`config.mk`:
```
export PLATFORM = sky130hd
export DESIGN_NAME = sw_debouncer_flat
export DESIGN_NICKNAME = d
export VERILOG_FILES = /design/src/rtl/sw_debouncer_pkg.sv /design/src/rtl/sw_debouncer_if.sv /design/src/rtl/sw_debouncer_bit.sv /design/src/rtl/sw_debouncer.sv /design/src/flat_wrapper.sv
export SDC_FILE = /design/constraint.sdc
export NUM_CORES = 1
export LEC_CHECK = 0
export ABC_AREA = 1
export CORE_MARGIN = 2
export CORE_UTILIZATION = 55
export CTS_CLUSTER_SIZE = 40
export DETAILED_ROUTE_END_ITERATION = 6
export HOLD_SLACK_MARGIN = 0.1
export PLACE_DENSITY_LB_ADDON = 0.12
export REMOVE_ABC_BUFFERS = 1
export SLEW_MARGIN = 20
export SYNTH_ARGS = -nofsm -noshare
export SYNTH_HDL_FRONTEND = slang
export SYNTH_SLANG_ARGS = --single-unit
```
`constraint.sdc`:
```
create_clock -name clk -period 3.05 [get_ports clk]
set_input_delay 0.305 -clock clk [delete_from_list [all_inputs] [get_ports clk]]
set_output_delay 0.305 -clock clk [all_outputs]
set_load 0.03 [all_outputs]
```
`src/rtl/sw_debouncer_pkg.sv`:
```
// sw_debouncer_pkg: shared defaults, per-bit state encoding and width helper
package sw_debouncer_pkg;
   localparam int SW_WIDTH_DEFAULT      = 9;
   localparam int TICK_DIV_DEFAULT      = 50000;
   localparam int STABLE_CYCLES_DEFAULT = 4;
   typedef enum logic {STABLE = 1'b0, PENDING = 1'b1} db_state_t;
   function automatic int cnt_width(input int n);
      return (n > 1) ? $clog2(n) : 1;
   endfunction
endpackage

```
`src/rtl/sw_debouncer_if.sv`:
```
// sw_debouncer_if: raw switch input plus debounced levels and strobes
interface sw_debouncer_if import sw_debouncer_pkg::*; #(parameter int WIDTH = SW_WIDTH_DEFAULT);
   logic [WIDTH-1:0] sw_raw;
   logic [WIDTH-1:0] sw_out;
   logic [WIDTH-1:0] rise;
   logic [WIDTH-1:0] fall;
   logic             changed;
   logic             tick;
   modport master (output sw_raw, input sw_out, rise, fall, changed, tick);
   modport slave  (input sw_raw, output sw_out, rise, fall, changed, tick);
endinterface

```
`src/rtl/sw_debouncer_bit.sv`:
```
// debounce_bit: two-flop synchroniser, tick-gated debounce FSM and rise/fall strobes for one switch
module debounce_bit import sw_debouncer_pkg::*; #(
   parameter int STABLE_CYCLES = STABLE_CYCLES_DEFAULT
) (
   input  logic clk,
   input  logic rst,
   input  logic tick,
   input  logic sw_raw,
   output logic sw_out,
   output logic rise,
   output logic fall
);
   localparam int CW = $clog2(STABLE_CYCLES + 1);
   logic          s1, s2, accept;
   db_state_t     state, state_nx;
   logic [CW-1:0] count, count_nx, inc;
   always_ff @(posedge clk) begin
      if (rst) begin
         s1     <= 1'b0;
         s2     <= 1'b0;
         state  <= STABLE;
         count  <= '0;
         sw_out <= 1'b0;
         rise   <= 1'b0;
         fall   <= 1'b0;
      end else begin
         s1     <= sw_raw;
         s2     <= s1;
         state  <= state_nx;
         count  <= count_nx;
         sw_out <= accept ? s2 : sw_out;
         rise   <= accept & s2;
         fall   <= accept & ~s2;
      end
   end
   // a first mismatch from STABLE counts as 1, so STABLE_CYCLES==1 accepts at once
   always_comb begin
      state_nx = state;
      count_nx = count;
      accept   = 1'b0;
      inc      = (state == PENDING) ? count + CW'(1) : CW'(1);
      if (tick) begin
         if (s2 == sw_out) begin
            state_nx = STABLE;
            count_nx = '0;
         end else if (inc == CW'(STABLE_CYCLES)) begin
            accept   = 1'b1;
            state_nx = STABLE;
            count_nx = '0;
         end else begin
            state_nx = PENDING;
            count_nx = inc;
         end
      end
   end
endmodule

```
`src/rtl/sw_debouncer.sv`:
```
// sw_debouncer: sample-tick generator plus per-bit debouncers between board switches and the CPU
module sw_debouncer import sw_debouncer_pkg::*; #(
   parameter int WIDTH         = SW_WIDTH_DEFAULT,
   parameter int TICK_DIV      = TICK_DIV_DEFAULT,
   parameter int STABLE_CYCLES = STABLE_CYCLES_DEFAULT
) (
   input logic            clk,
   input logic            rst,
   sw_debouncer_if.slave  bus
);
   localparam int TW = cnt_width(TICK_DIV);
   logic [TW-1:0]    tick_cnt;
   logic             tick_q, last;
   logic [WIDTH-1:0] sw_out_v, rise_v, fall_v;
   assign last = (tick_cnt == TW'(TICK_DIV - 1));
   always_ff @(posedge clk) begin
      if (rst) begin
         tick_cnt <= '0;
         tick_q   <= 1'b0;
      end else begin
         tick_cnt <= last ? '0 : tick_cnt + TW'(1);
         tick_q   <= last;
      end
   end
   for (genvar i = 0; i < WIDTH; i++) begin : g_bit
      debounce_bit #(.STABLE_CYCLES(STABLE_CYCLES)) u_bit (
         .clk    (clk),
         .rst    (rst),
         .tick   (tick_q),
         .sw_raw (bus.sw_raw[i]),
         .sw_out (sw_out_v[i]),
         .rise   (rise_v[i]),
         .fall   (fall_v[i])
      );
   end
   assign bus.tick    = tick_q;
   assign bus.sw_out  = sw_out_v;
   assign bus.rise    = rise_v;
   assign bus.fall    = fall_v;
   assign bus.changed = |(rise_v | fall_v);
endmodule

```
`src/flat_wrapper.sv`:
```
// flat-port wrapper written by rule: the top's interface ports become plain ports
module sw_debouncer_flat import sw_debouncer_pkg::*;
#(
   parameter int WIDTH         = SW_WIDTH_DEFAULT,
   parameter int TICK_DIV      = TICK_DIV_DEFAULT,
   parameter int STABLE_CYCLES = STABLE_CYCLES_DEFAULT
)
  (clk, rst, bus_sw_raw, bus_sw_out, bus_rise, bus_fall, bus_changed, bus_tick);
  sw_debouncer_if #(.WIDTH(WIDTH)) bus_i ();
  input logic clk;
  input logic rst;
  input wire logic [$bits(bus_i.sw_raw)-1:0] bus_sw_raw;
  output wire logic [$bits(bus_i.sw_out)-1:0] bus_sw_out;
  output wire logic [$bits(bus_i.rise)-1:0] bus_rise;
  output wire logic [$bits(bus_i.fall)-1:0] bus_fall;
  output wire logic [$bits(bus_i.changed)-1:0] bus_changed;
  output wire logic [$bits(bus_i.tick)-1:0] bus_tick;
  assign bus_i.sw_raw = bus_sw_raw;
  assign bus_sw_out = bus_i.sw_out;
  assign bus_rise = bus_i.rise;
  assign bus_fall = bus_i.fall;
  assign bus_changed = bus_i.changed;
  assign bus_tick = bus_i.tick;
  sw_debouncer #(.WIDTH(WIDTH), .TICK_DIV(TICK_DIV), .STABLE_CYCLES(STABLE_CYCLES)) u_core (.clk(clk), .rst(rst), .bus(bus_i));
endmodule
```
# Word level (Yosys, flattened, before mapping)
# Index checks and enable logic that the tools add are counted.
[word_totals] inputBits=11 ff_bits=98
[classes] addsub=10 bitwise=28 n_reduce_logical=2 eq_ne=19 n_mux=72
[op_table] cell="$mux W3" count=27
[op_table] cell="$mux W1" count=45
[op_table] cell="$add A3 B1 Y3 const B" count=9
[op_table] cell="$eq A3 B3 Y1 const B" count=9
[op_table] cell="$and A1 B1 Y1" count=18
[op_table] cell="$add A16 B1 Y16 const B" count=1
[op_table] cell="$eq A16 B16 Y1 const B" count=1
[op_table] cell="$eq A1 B1 Y1" count=9
[op_table] cell="$not A1 Y1" count=9
[op_table] cell="$or A9 B9 Y9" count=1
[op_table] cell="$reduce_or A9 Y1" count=1
[op_table] cell="$reduce_or A2 Y1" count=1

# Longest topological paths before layout
# Gate-level depths: netlist (run 1).
[depth] ltp_word=7 mapped_depth=8 ltp_nobuf=8

# By module
# A second synthesis (run 1) with hierarchy kept.
[unflattened] hier_cells=619 area_unflattened_um2=4553.1
[by_module_without_submodules] mod="debounce_bit" instances=9 area_each_um2=401.6 cells_per_inst=53
[by_module_without_submodules] mod="sw_debouncer" instances=1 area_each_um2=938.4 cells_per_inst=142

# Worst setup path before layout (run 1)
# No wires, ideal clock.
[synth_path] path_type="register -> register" start="register u_core.tick_q, in the netlist u_core.bus.tick" end="register u_core.g_bit[3].u_bit.state" arrival_ns=1.171 stages_incl_launch_ff=6 synth_period_minus_slack_ns=1.303 setup_slack_ns=1.747 path_buffers=2 required_ns=2.918 cell_sequence="dfxtp_1 -> buf_4 -> clkinv_1 -> buf_4 -> nand2_1 -> a21oi_1"
[synth_rtl] item="start, declared" line="sw_debouncer.sv:13" rtl="logic tick_q, last;"
[synth_rtl] item="start signal, assigned" line="sw_debouncer.sv:22" rtl="tick_q <= last;"
[synth_rtl] item="end signal, assigned" line="sw_debouncer_bit.sv:29" rtl="state <= state_nx;"
[synth_rtl] item="end, declared" line="sw_debouncer_bit.sv:15" rtl="db_state_t state, state_nx;"

# Final worst setup path (run 1)
[layout_path] start="register u_core.g_bit[0].u_bit.fall" end="output bus_changed"
[layout_between] elab_chain_len=2
[layout_lines] item="start, declared" line="sw_debouncer_bit.sv:11" rtl="output logic fall"
[layout_lines] item="start signal, assigned" line="sw_debouncer_bit.sv:33" rtl="fall <= accept & ~s2;"
[layout_lines] item="$or A9 B9 Y9" line="sw_debouncer.sv:40" rtl="assign bus.changed = |(rise_v | fall_v);"
[layout_lines] item="$reduce_or A9 Y1" line="sw_debouncer.sv:40"
[layout_lines] item="end, declared" line="flat_wrapper.sv:16" rtl="output wire logic [$bits(bus_i.changed)-1:0] bus_changed;"
# Every way passes these cells.

==> results.toml, run 1 <==
[status]
outcome = "finished, final reports clean"

[grt]
overflow = 0
grt_max_degree = 69
grtUsageTotal = 0.191
grt_pass1_vias = 3153
grt_first_pass_wirelength_mm = 13.3
antenna_found_initial = 0

[yosys]
ys_ff_latch = 98
synth_top_area_cell = "dfxtp_1"
synthFlopType = "dfxtp_1"
synth_cells = 580
ys_top_cells_by_area = "dfxtp_1 45%, nand2_1 12%, nor2_1 6.7%"
synth-seq-area-share = 0.453
ys_types = 29
ys_warn_count = 0
avgSynthCellArea_sq_um = 7.47
syn-cell-area_sq_mm = 0.00433
yosysTopAreaCellShare = 0.453
synthArstFlopShare = 0
synth_edf_count = 0

[critical_path]
reg2reg_slack_ns = 1.61
cp-end-kind = "primary output"
crit_required_ns = 2.74
cp-start-kind = "register"
cp_data_arrival_time_ns = 1.91
cp_max_fo = 2
crit_type = "reg -> out"

[hold_path]
hold_class = "reg -> reg"

[layout]
fillCellCount = 710
fin_area_sq_mm = 0.00480
utilization = 0.625
drive_gt1_frac = 0.0774
finalNetCount = 613
area_growth_pct = 10.8
num_antenna_cells = 0

[clock_network]
clockBufferDepth = 2
clock_tree.root_cell = "clkbuf_8"
cts_tree = "yes"
postCtsHoldBufs = 0
cts-buffers-inserted = 9
cts_htree_levels = 3
worstSkewPairLatency_ns = 0.36
cts.repair.resized = 0
cts_setup_buffers = 0
clock_sinks = 98
clkSlewWorstSetupHoldPaths_ns = 0.08

[floorplan]
io_pins = 40
fp.dieArea_sq_mm = 0.00861
die_height_um = 92.8
core_area_sq_mm = 0.00769
fp-row-count = 32
dieWidth_um = 92.8
start_util = 0.564

[drt]
drt-initial-drc-count = 148
vias = 3424
wl_mm = 7.66
routed_via_density = 4.92
drc_errors = 0
avgRoutedWirePerCell_um = 11.0
ant_nets = 0
first_pass_iters = 4

[timing]
hold_ws_ns = 0.402
clock_skew_ns = 0.00855
slew_headroom = 0.540
period_minus_slack_ns = 2.21
tightestPinTransition_ns = 0.690
setup_viol = 0
fmax_mhz = 452
finalSetupTns_ns = 0
finalWorstSetupSlack_ns = 0.839
fin_crit_sh = 0.725
rsz0062_at_grt = "no"
slew_viol_final = 0
hold_viol = 0

[power_and_ir_drop]
ir_drop_mv = 0.282
p_per_area_mw_per_mm2 = 482
leakage_uw = 0.00188

[placement]
place.gp.congestion = 0.799
hpwlAfterDp_mm = 5.47
portBuffers = 39
post_dp_cell_area_sq_mm = 0.00457
preCtsSetupSlack_ns = 1.25

[flow_run]
maxCapViolations = 0
## logic make-up after synthesis
logic type	synth area share
simple gates	0.308
buf+inv	0.119
xor+xnor	0.0242
compound gates	0.0678
flops	0.453
fa+ha+maj	0.0289
## final timing paths
path                               from                         end  cells past startpoint
min reg2reg    u_core.g_bit[2].u_bit.s1    u_core.g_bit[2].u_bit.s2                      2
max          u_core.g_bit[0].u_bit.fall                 bus_changed                      5
max reg2reg             u_core.bus.tick  u_core.g_bit[2].u_bit.fall                      4
min            u_core.g_bit[2].u_bit.s1    u_core.g_bit[2].u_bit.s2                      2
## Yosys cell counts, types with 8 or more instances
cell type	count
nand3_1	43
nand4_1	9
o21ai_0	10
inv_1	58
nand2_1	134
buf_4	31
xnor2_1	8
ha_1	10
nor2_1	77
nor2_2	18
dfxtp_1	98
a21oi_1	42
nor3_1	9
## layout make-up
type | count | area (sq um) | area share
Multi-Input combinational cell | 382 | 1860 | 0.387
Inverter | 60 | 225 | 0.0469
Tap cell | 102 | 128 | 0.0266
Clock buffer | 10 | 138 | 0.0287
Sequential cell | 98 | 1960 | 0.409
Clock inverter | 3 | 90.1 | 0.0188
Timing Repair Buffer | 41 | 400 | 0.0834
## sequential cells by signal (all words and copies together) (netlist names)
register                   count
u_core.g_bit.u_bit.sw_out      9
u_core.g_bit.u_bit.s2          9
u_core.tick_cnt               16
u_core.g_bit.u_bit.state       9
u_core.g_bit.u_bit.s1          9
u_core.g_bit.u_bit.count      27
u_core.bus.tick                1
u_core.g_bit.u_bit.fall        9
u_core.g_bit.u_bit.rise        9
## metal layers
metal,vias up,global-route usage,part of all wire
li1,1825,-,-
met1,1529,0.235,0.47
met2,58,0.326,0.47
met3,12,0.0423,0.048
met4,0,0.0735,0.018
met5,-,0,0
## cell usage in the layout, fill, tap and decap left out, types with 2 or more instances in the layout
cell	n
nand2_1	134
dfxtp_1	98
nor2_1	77
inv_1	58
nand3_1	43
a21oi_1	42
clkdlybuf4s50_1	38
nor2_2	18
o21ai_0	10
ha_1	10
clkbuf_8	10
nor3_1	9
nand4_1	9
xnor2_1	8
xor2_1	4
nor4_1	3
nand3_2	3
a21oi_2	3
nand3b_1	3
bufinv_16	3
nand2_2	2
buf_4	2
## metrics by stage
step / total power, uW / instances
floorplan: 1360 / 540
global placement: 1390 / 683
detailed placement: 1390 / 683
CTS: 2340 / 696
global route: 2400 / 696
finish: 2320 / 696
## worst max-delay path: stages (launching register included)
cell	delay (ns)
dfxtp_1	0.32
nor2_1	0.13
nand2_1	0.06
nor3_1	0.29
nand4_1	0.14
clkdlybuf4s50_1	0.61
## power breakdown
part	total [uW]	switching (uW)	leakage, uW	internal [uW]
registers	1300	9.59	0.000794	1290
logic	56.7	35.0	0.000976	21.7
clock network	957	403	0.000114	554
total	2320	448	0.00188	1870
Note: power is estimated with default switching activity, not from simulation.
==> inputs of run 2 (changes only) <==
- clock period: 3.05 -> 2.2 ns (I/O delays scaled with it)
==> results.toml, run 2 (same netlist as run 1, synthesis figures left out) <==
[drt]
drc_errors = 0
drt-initial-drc-count = 132
routed_via_density = 4.95
wl_mm = 7.80
ant_nets = 0
first_pass_iters = 4
vias = 3463
avgRoutedWirePerCell_um = 11.2

[power_and_ir_drop]
p_sw_uw = 660
p_per_area_mw_per_mm2 = 636
ir_drop_mv = 0.416
seqPwrFrac = 0.595
p_sw_frac = 0.217
clockPowerShare = 0.379
leakage_uw = 0.00187
p_int_uw = 2380
pwr-share-comb = 0.026

[grt]
grt_first_pass_wirelength_mm = 13.8
grtUsageTotal = 0.199
antenna_found_initial = 0
grt_max_degree = 69
overflow = 0
grt_pass1_vias = 3238

[critical_path]
critPathBufInv = 1
cp-end-kind = "primary output"
cp-start-kind = "register"
cp_slowest_cell = "clkdlybuf4s50_1"
rr_worst_depth = 6
critPathMaxStageDelay_ns = 0.61
critical_path.cell_chain = "nor2_1 -> nand2_1 -> nor3_1 -> nand4_1 -> clkdlybuf4s50_1"
reg2reg_slack_ns = 0.81
crit_required_ns = 1.98
r2r-start = "u_core.g_bit[5].u_bit.count[0]"
cp_data_arrival_time_ns = 1.86
crit_type = "reg -> out"
crit_family = "buffers and inverters"
cp_max_fo = 2
r2r_end = "u_core.g_bit[5].u_bit.sw_out"

[clock_network]
worstSkewPairLatency_ns = 0.36
clockBufferDepth = 2
cts.repair.resized = 0
postCtsHoldBufs = 0
clock_tree.root_cell = "clkbuf_8"
cts_htree_levels = 3
clock_sinks = 98
cts-buffers-inserted = 9
clkSlewWorstSetupHoldPaths_ns = 0.09
cts_tree = "yes"
cts_setup_buffers = 0

[timing]
fin_crit_sh = 0.946
fmax_mhz = 481
rsz0062_at_grt = "no"
clock_skew_ns = 0.00799
period_minus_slack_ns = 2.08
tightestPinTransition_ns = 0.707
slew_viol_final = 0
finalSetupTns_ns = 0
hold_viol = 0
setup_viol = 0
slew_headroom = 0.529

[hold_path]
hold_start = "bus_sw_raw[1]"
hold_path_depth = 3
hold_class = "in -> reg"
whs_endpoint = "u_core.g_bit[1].u_bit.s1"

[layout]
drive_gt1_frac = 0.0804
layout_commonest_cell = "nand2_1"
final_cell_mix = "134 x nand2_1, 98 x dfxtp_1, 77 x nor2_1"
largest_register = "u_core.g_bit.u_bit.count"
utilization = 0.621
largest_reg_flops = 27
num_antenna_cells = 0
area_growth_pct = 10.1
finalNetCount = 614
top_regs = "u_core.g_bit.u_bit.count (27), u_core.tick_cnt (16)"

[placement]
portBuffers = 39
hpwlAfterDp_mm = 5.36
place.gp.congestion = 0.831

[floorplan]
start_util = 0.564
dieWidth_um = 92.8
io_pins = 40
die_height_um = 92.8
fp.dieArea_sq_mm = 0.00861
fp-row-count = 32
core_area_sq_mm = 0.00769

[flow_run]
maxCapViolations = 0

[status]
outcome = "finished, final reports clean"
-- run 2: cell types whose count changed in the layout (fill, tap and decap cells not counted), sizes merged --
| cell | before | now |
|---|---|---|
| bufinv | 3 | 1 |
| buf | 3 | 4 |
| clkbuf | 10 | 11 |
| clkinv | 1 | 2 |
| clkinvlp | 0 | 1 |
| inv | 59 | 60 |
-- run 2: metal layers --
layer / up-vias / track usage / wire length (um)
met5: - / 0 / 0
met4: 0 / 0.0760 / 70
met3: 5 / 0.0594 / 378
met2: 61 / 0.330 / 3670
met1: 1568 / 0.243 / 3680
li1: 1829 / - / -
-- run 2: cell type report --
| class | count | area (sq um) |
|---|---|---|
| clock buffer | 11 | 141 |
| multi-input combinational | 382 | 1860 |
| fill | 698 | 2910 |
| inverter | 60 | 225 |
| tap | 102 | 128 |
| sequential | 98 | 1960 |
| timing repair buffer | 42 | 408 |
| clock inverter | 4 | 51.3 |
-- run 2: stage by stage --
stage,cell area [sq um],setup WS [ns],total power [uW],hold WS (ns),cells
after floorplan,4050,0.508,1880,0.289,540
after global placement,4580,0.519,1930,0.389,684
after detailed placement,4580,0.518,1930,0.392,684
after CTS,4770,0.102,3080,0.345,699
after global routing,4770,0.0401,3160,0.348,699
final,4770,0.120,3040,0.363,699
-- run 2: power groups by stage --
| stage | clock (uW) | combinational (uW) | sequential [uW] |
|---|---|---|---|
| floorplan | 0 | 36.0 | 1840 |
| global placement | 0 | 78.9 | 1850 |
| detailed placement | 0 | 80.2 | 1850 |
| CTS | 1190 | 80.5 | 1810 |
| global route | 1270 | 90.3 | 1810 |
| finish | 1150 | 79.7 | 1810 |
-- run 2: worst max-delay path by stage --
stage,from,endpoint,slack [ns],depth (start not counted)
CTS,u_core.g_bit[0].u_bit.fall,bus_changed,0.10,5
floorplan,u_core.bus.tick,u_core.g_bit[3].u_bit.state,0.51,3
global route,u_core.g_bit[0].u_bit.fall,bus_changed,0.04,5
detailed placement,u_core.g_bit[0].u_bit.fall,bus_changed,0.52,5
finish,u_core.g_bit[0].u_bit.fall,bus_changed,0.12,5
global placement,u_core.g_bit[0].u_bit.fall,bus_changed,0.52,5
-- run 2: worst register-to-register path: cells and delay by family, from the launching register on --
kind / cells / cell delay (ns)
AOI/OAI and AO/OA: 1 / 0.08
and+or+nand+nor: 4 / 0.54
adders and majority gates: 1 / 0.32
DFF: 1 / 0.34
